### src/rtl/game_input_ctrl_if.sv
// Button and game-core signal bundle for game_input_ctrl.
// slave = the controller, master = whatever drives the buttons and reads the outputs.
interface game_input_ctrl_if;
  logic btn_jump_raw;
  logic btn_start_raw;
  logic game_clk;
  logic jump;
  logic start;
  logic jump_db;
  logic start_db;

  modport master (
    output btn_jump_raw, btn_start_raw,
    input  game_clk, jump, start, jump_db, start_db
  );

  modport slave (
    input  btn_jump_raw, btn_start_raw,
    output game_clk, jump, start, jump_db, start_db
  );
endinterface

### src/rtl/game_input_ctrl.sv
// Button synchroniser/debouncer, game_clk divider and one-shot request latches for the game core.
// Optional macro GAME_INPUT_JUMP_HOLD_EN: jump also follows the debounced level (auto-jump while held).
module game_input_chan #(
  parameter int DEB_CYCLES = 1000000
) (
  input  logic clk,
  input  logic rst,
  input  logic raw_i,
  input  logic rise_evt_i,
  input  logic fall_evt_i,
  output logic db_o,
  output logic req_o
);
  localparam int CW = $clog2(DEB_CYCLES) + 1;

  logic [1:0]    sync_q;
  logic          stable_q, stable_d, prev_q;
  logic [CW-1:0] cnt_q, cnt_d;
  logic          seen_q, seen_d, req_q, req_d;
  logic          press_edge;

  assign press_edge = stable_q & ~prev_q;

  always_comb begin
    stable_d = stable_q;
    cnt_d    = cnt_q;
    if (sync_q[1] == stable_q) begin
      cnt_d = '0;
    end else if (cnt_q == CW'(DEB_CYCLES - 1)) begin
      stable_d = sync_q[1];
      cnt_d    = '0;
    end else begin
      cnt_d = cnt_q + CW'(1);
    end
  end

  // seen samples the registered req on the rise, so a req born on that same
  // cycle is carried through one more full game_clk period.
  always_comb begin
    seen_d = seen_q;
    req_d  = req_q;
    if (rise_evt_i) seen_d = req_q;
    if (fall_evt_i && seen_q) begin
      req_d  = 1'b0;
      seen_d = 1'b0;
    end
    if (press_edge) req_d = 1'b1;
  end

  always_ff @(posedge clk) begin
    if (rst) begin
      sync_q   <= '0;
      stable_q <= 1'b0;
      prev_q   <= 1'b0;
      cnt_q    <= '0;
      seen_q   <= 1'b0;
      req_q    <= 1'b0;
    end else begin
      sync_q   <= {sync_q[0], raw_i};
      stable_q <= stable_d;
      prev_q   <= stable_q;
      cnt_q    <= cnt_d;
      seen_q   <= seen_d;
      req_q    <= req_d;
    end
  end

  assign db_o  = stable_q;
  assign req_o = req_q;
endmodule

module game_input_ctrl #(
  parameter int TICK_HALF  = 833334,
  parameter int DEB_CYCLES = 1000000
) (
  input logic              clk,
  input logic              rst,
  game_input_ctrl_if.slave bus
);
  localparam int NUM_BTN = 2;
  localparam int DW      = $clog2(TICK_HALF);

  logic [DW-1:0]      div_q;
  logic               gclk_q;
  logic               tick, rise_evt, fall_evt;
  logic [NUM_BTN-1:0] raw, db, req;

  assign tick     = (div_q == DW'(TICK_HALF - 1));
  assign rise_evt = tick & ~gclk_q;
  assign fall_evt = tick & gclk_q;

  always_ff @(posedge clk) begin
    if (rst) begin
      div_q  <= '0;
      gclk_q <= 1'b0;
    end else if (tick) begin
      div_q  <= '0;
      gclk_q <= ~gclk_q;
    end else begin
      div_q  <= div_q + DW'(1);
    end
  end

  // lane 0 = jump, lane 1 = start
  assign raw = {bus.btn_start_raw, bus.btn_jump_raw};

  for (genvar g = 0; g < NUM_BTN; g++) begin : g_btn
    game_input_chan #(.DEB_CYCLES(DEB_CYCLES)) u_chan (
      .clk        (clk),
      .rst        (rst),
      .raw_i      (raw[g]),
      .rise_evt_i (rise_evt),
      .fall_evt_i (fall_evt),
      .db_o       (db[g]),
      .req_o      (req[g])
    );
  end

  assign bus.game_clk = gclk_q;
  assign bus.start    = req[1];
  assign bus.jump_db  = db[0];
  assign bus.start_db = db[1];
`ifdef GAME_INPUT_JUMP_HOLD_EN
  // both terms are flop outputs, so the OR is glitch-free
  assign bus.jump     = req[0] | db[0];
`else
  assign bus.jump     = req[0];
`endif
endmodule

### src/flat_wrapper.sv
// flat-port wrapper written by rule: the top's interface ports become plain ports
module game_input_ctrl_flat 
#(
  parameter int TICK_HALF  = 833334,
  parameter int DEB_CYCLES = 1000000
)
  (clk, rst, bus_btn_jump_raw, bus_btn_start_raw, bus_game_clk, bus_jump, bus_start, bus_jump_db, bus_start_db);
  game_input_ctrl_if bus_i ();
  input logic clk;
  input logic rst;
  input wire logic [$bits(bus_i.btn_jump_raw)-1:0] bus_btn_jump_raw;
  input wire logic [$bits(bus_i.btn_start_raw)-1:0] bus_btn_start_raw;
  output wire logic [$bits(bus_i.game_clk)-1:0] bus_game_clk;
  output wire logic [$bits(bus_i.jump)-1:0] bus_jump;
  output wire logic [$bits(bus_i.start)-1:0] bus_start;
  output wire logic [$bits(bus_i.jump_db)-1:0] bus_jump_db;
  output wire logic [$bits(bus_i.start_db)-1:0] bus_start_db;
  assign bus_i.btn_jump_raw = bus_btn_jump_raw;
  assign bus_i.btn_start_raw = bus_btn_start_raw;
  assign bus_game_clk = bus_i.game_clk;
  assign bus_jump = bus_i.jump;
  assign bus_start = bus_i.start;
  assign bus_jump_db = bus_i.jump_db;
  assign bus_start_db = bus_i.start_db;
  game_input_ctrl #(.TICK_HALF(TICK_HALF), .DEB_CYCLES(DEB_CYCLES)) u_core (.clk(clk), .rst(rst), .bus(bus_i));
endmodule
### config.mk
export PLATFORM = sky130hd
export DESIGN_NAME = game_input_ctrl_flat
export DESIGN_NICKNAME = d
export VERILOG_FILES = /design/src/rtl/game_input_ctrl_if.sv /design/src/rtl/game_input_ctrl.sv /design/src/flat_wrapper.sv
export SDC_FILE = /design/constraint.sdc
export NUM_CORES = 1
export LEC_CHECK = 0
export BUFFER_PORTS_ARGS = -buffer_cell sky130_fd_sc_hd__buf_2
export CORE_MARGIN = 2
export CORE_UTILIZATION = 60
export DETAILED_ROUTE_END_ITERATION = 10
export GPL_TIMING_DRIVEN = 0
export HOLD_SLACK_MARGIN = 0.1
export PLACE_DENSITY = 0.77
export SYNTH_ARGS = -nofsm -noshare
export SYNTH_HDL_FRONTEND = slang
export SYNTH_SLANG_ARGS = --single-unit
### constraint.sdc
create_clock -name clk -period 2.9 [get_ports clk]
set_input_delay 0.145 -clock clk [delete_from_list [all_inputs] [get_ports clk]]
set_output_delay 0.145 -clock clk [all_outputs]
set_load 0.005 [all_outputs]
# [Word level (Yosys, flattened, before mapping)]
# Index checks and enable logic that the tools add are counted.
[totals] reg_bits=75 input_bits=4 out_inout_bits=5 word_cells=46
[classes] addsub=3 eq_ne=5 n_mux=4 n_bitwise=9 n_reduce_logical=11
[op_table] cell="$add A21 B1 Y21 const B" n=2
[op_table] cell="$eq A21 B20 Y1 const B" n=2
[op_table] cell="$add A20 B1 Y20 const B" n=1
[op_table] cell="$eq A20 B20 Y1 const B" n=1
[op_table] cell="$reduce_or A2 Y1" n=3
[op_table] cell="$reduce_or A3 Y1" n=2
[op_table] cell="$not A1 Y1" n=5
[op_table] cell="$and A1 B1 Y1" n=4
[op_table] cell="$mux W1" n=4
[op_table] cell="$reduce_and A2 Y1" n=2
[op_table] cell="$reduce_bool A2 Y1" n=2
[op_table] cell="$eq A1 B1 Y1" n=2
[op_table] cell="$logic_and A1 B1 Y1" n=2

# [Depth between registers and ports, before layout]
[logic_depth] depth_word=5 ltp_mapped=7

# [By module]
# A second synthesis with hierarchy kept.
[hier_totals] hier_cells=375 area_unflattened_um2=3360.7
[modules_own_cells] module="game_input_chan" instances=2 cells_per_inst=130 area_each_um2=1191.1 seq_area_each_um2=540.5
[modules_own_cells] module="game_input_ctrl" instances=1 cells_per_inst=115 area_each_um2=978.4 seq_area_each_um2=420.4

# [Worst setup path before layout]
# Ideal clock, no wire load.
[synth_path] path_type="register to register" startpoint="reg u_core.div_q[0]" endpoint="reg u_core.g_btn[0].u_chan.req_q" setup_time_ns=0.117 t_arrival_ns=1.741 required_time_ns=2.783 slack_ns=1.042 path_stages_with_launch=6 path_buffers=0 synth_period_minus_slack_ns=1.858 cell_sequence="dfxtp_1 ha_1 or4b_2 nor3_1 nand4_1 a22o_1"
[synth_between] elab_chain_cells=4
[synth_lines] element="from (decl)" line="game_input_ctrl.sv:83" rtl="logic [DW-1:0] div_q;"
[synth_lines] element="from (signal assigned)" line="game_input_ctrl.sv:100" rtl="div_q <= div_q + DW'(1);"
[synth_lines] element="$eq A20 B20 Y1" line="game_input_ctrl.sv:88" rtl="assign tick = (div_q == DW'(TICK_HALF - 1));"
[synth_lines] element="$and A1 B1 Y1" line="game_input_ctrl.sv:90" rtl="assign fall_evt = tick & gclk_q;"
[synth_lines] element="$logic_and A1 B1 Y1" line="game_input_ctrl.sv:43" rtl="if (fall_evt_i && seen_q) begin"
[synth_lines] element="$reduce_bool A2 Y1 (no line)"
[synth_lines] element="to (signal assigned)" line="game_input_ctrl.sv:64" rtl="req_q <= req_d;"
[synth_lines] element="to (decl)" line="game_input_ctrl.sv:19" rtl="logic seen_q, seen_d, req_q, req_d;"
# No other way between the ends.
# A chain may end at the register's enable or synchronous reset.

# [Final worst setup path]
[layout_path] startpoint="reg u_core.g_btn[1].u_chan.cnt_q[0]" endpoint="reg u_core.g_btn[1].u_chan.cnt_q[9]"
[layout_between] elab_chain_cells=2 elab_cells_between_ends=3
[layout_lines] element="from (decl)" line="game_input_ctrl.sv:18" rtl="logic [CW-1:0] cnt_q, cnt_d;"
[layout_lines] element="from (signal assigned)" line="game_input_ctrl.sv:62" rtl="cnt_q <= cnt_d;"
[layout_lines] element="parallel branches: the longest is 2 deep, another holds $add A21 B1 Y21"
# Parallel ways; which one is timed is not known.

==> results.cfg <==
[synthesis]
synth_seq_area_share = 0.4491
share_of_flip_flops_with_an_asynchronous_set_or_reset = 0
post-synth-top-count-cell = dfxtp_1
netlist.area_leader.share = 0.4491
synth_top_cells_by_area = dfxtp_1 (45%), xnor2_1 (5.2%), nor2_1 (5.2%), xor2_1 (5.0%), a21oi_1 (3.4%)
mapped_cell_area_sq_um = 3343
post_synth_num_cell_types = 38
synth-edff-count = 0
netlist.top_cell.by_area = dfxtp_1
yosysWarnings = 0
postSynthCellCount = 382
synth-seq-cells = 75
ys.flop_type = dfxtp_1
post_synthesis_net_count = 390
syn_area_per_cell_sq_um = 8.752
ys_top_cells_by_count = dfxtp_1 (75), nor2_1 (46), a21oi_1 (23)

[critical_path]
timing.critical_path.slowest_cell_delay_ns = 0.42
worst-endpoint-required_ns = 3.12
cpLargestDelayFamily = buffers and inverters
rrSetupSlack_ns = 0.82
critPathLaunchType = flop
path_max_fanout = 10
crit_top_cell = clkbuf_1
critical_path_buf_inv_count = 2
cpMaxStageDelayCell = clkbuf_1
worst_ep_arrival_time_ns = 2.30
critical_path.cell_chain = ha_1 -> clkbuf_1 -> nand4_1 -> o21ai_0 -> clkbuf_1 -> nor2_1
critical_path_class = flop to flop
worst_setup_path_end_kind = flop

[global_route]
antenna_found_initial = 0
grt_max_degree = 14
grt.total_usage = 0.2344
grt_overflow_total = 0
grt_first_pass_wirelength_mm = 11.42
first_global_vias = 2566

[clock_tree]
cts-htree-levels = 3
cts.path.max_buffers = 2
clkLatencyLatePin_ns = 0.35
cts_tree = done
cts_made_buffers = 9
clock_root_buffer = clkbuf_8
cts.reportedPaths.clkPinSlew_ns = 0.08
clock_sink_count = 75

[sta]
slew_violations = 0
final-hold-violation-count = 0
clock-skew-final_ns = 0.008434
slew-limit-headroom = 0.6762
clock.fmax_ghz = 0.4804
final_count_of_negative_setup_slack_endpoints = 0
unrepaired_setup_endpoints_after_global_routing = no
min_period_ns = 2.082
timing.setup.tns_ns = 0
tightest_pin_transition_ns = 0.4857
post-route-period-util = 0.7178
fin_worst_hold_slack_ns = 0.1302

[place]
dpl_cell_area_sq_um = 3473
numPortBuffers = 8
finalWeightedCongestion = 0.9285
detailedPlacementHpwl_mm = 4.475

[finish]
post-route-cell-area_sq_um = 3696
syn2layout_area_growth_pct = 10.55
number_of_nets_at_the_end_of_the_flow = 411
fraction_of_layout_instances_using_a_drive_strength_above_1 = 0.07843
finalCoreUtilization = 0.6795
fill_cells = 447
n_antenna_cell = 0

[floorplan]
die_h_microns = 78.65
io-pin-count = 9
floorplan.die_area_sq_um = 6185
floorplan.die.width_microns = 78.65
std_cell_rows = 27
core-area_sq_um = 5439
initial_core_util = 0.6147

[detailed_routing]
avgRoutedWirePerCell_microns = 13.50
vias = 2800
post_detailed_route_count_of_antenna_violating_nets = 0
drt-pass1-iter-count = 4
drt_iter0_drc = 155
post-route-drc-count = 0
final_routed_wirelength_mm = 6.478
detail_route.vias_per_cell = 5.833

[power]
vdd_drop_max_mv = 0.3627
leakage_power_nw = 1.137
powerDensity_nw_per_um2 = 508.7

[status]
outcome = finished clean

[hold_path]
hold_class = input pin to flop

[job]
maxCapViolCount = 0
where the power goes:
group          leakage [nW]  switching, W  internal (W)
registers             0.605    0.00000610       0.00104
logic                 0.428     0.0000196     0.0000135
clock network         0.104      0.000380      0.000426
cell type report:
class                           instances  area [sq um]  area share
Timing Repair Buffer                   10         60.06     0.01625
Inverter                               12         45.04     0.01219
Clock buffer                           11         141.4     0.03825
Buffer                                 13         58.81     0.01591
Multi-Input combinational cell        282          1738      0.4702
Sequential cell                        75          1501      0.4062
Tap cell                               72         90.09     0.02437
Clock inverter                          5         61.31     0.01659
timing repair:
item                                   4_1_cts  5_1_grt
buffers inserted                             0        0
endpoints found under the hold margin        2        0
hold buffers                                 2        0
gates resized for setup                      0        0
state kept, by name, indices dropped and copies added, names as in the netlist:
signal	flops
u_core.g_btn.u_chan.cnt_q	42
u_core.g_btn.u_chan.req_o	2
u_core.bus.game_clk	1
u_core.g_btn.u_chan.seen_q	2
u_core.g_btn.u_chan.prev_q	2
u_core.div_q	20
u_core.g_btn.u_chan.sync_q	4
u_core.g_btn.u_chan.db_o	2
worst paths after layout:
| path | startpoint | end | cells past startpoint |
|---|---|---|---|
| hold reg to reg | u_core.g_btn[1].u_chan.cnt_q[0]$_SDFF_PP0_ | u_core.g_btn[1].u_chan.cnt_q[0]$_SDFF_PP0_ | 1 |
| hold / removal | rst | u_core.g_btn[1].u_chan.prev_q$_SDFF_PP0_ | 2 |
| setup reg to reg | u_core.g_btn[1].u_chan.cnt_q[0]$_SDFF_PP0_ | u_core.g_btn[1].u_chan.cnt_q[9]$_SDFF_PP0_ | 6 |
| setup / recovery | u_core.g_btn[1].u_chan.cnt_q[0]$_SDFF_PP0_ | u_core.g_btn[1].u_chan.cnt_q[9]$_SDFF_PP0_ | 6 |
cells in the final DEF (no fill, tap or decap), drive strengths merged, types with 5 or more instances in the layout:
cell type,synthesis,routed
dfxtp,75,75
nor2,46,46
a21oi,23,23
nand3,23,23
nand2,21,21
clkbuf,10,21
xnor2,20,20
xor2,19,19
nand4,16,16
o21ai,15,15
or3,15,15
inv,12,13
buf,3,11
nor3,8,8
nor4,8,8
o31ai,8,8
or4,8,8
nor2b,8,8
and3,7,7
and4,6,6
and2,5,5
stage by stage:
| stage | std cells | total power [W] | setup WS [ns] |
|---|---|---|---|
| floorplan | 382 | 0.001087 | 1.042 |
| global placement | 462 | 0.001097 | 0.8463 |
| detailed placement | 462 | 0.001097 | 0.8245 |
| CTS | 480 | 0.001903 | 0.7909 |
| global route | 480 | 0.001964 | 0.5935 |
| finish | 480 | 0.001880 | 0.8185 |
kinds of logic (layout without fill, tap and decap cells):
group,count (synthesis),count (layout),synth area share
AO/OA/AOI/OAI,53,53,0.09282
XOR/XNOR,39,39,0.1022
adder cells (fa/ha/maj),4,4,0.01497
buffers and inverters,25,51,0.03106
flip-flops,75,75,0.4491
AND/OR/NAND/NOR,186,186,0.3099
per-layer routing:
metal | routed length [microns] | share of wire | global-route usage
met2 | 3126 | 0.48 | 0.3838
met5 | 0 | 0 | 0
met1 | 2988 | 0.46 | 0.2851
met4 | 110 | 0.017 | 0.08947
met3 | 252 | 0.039 | 0.07816
No activity file was read; power rests on OpenSTA's default activity.
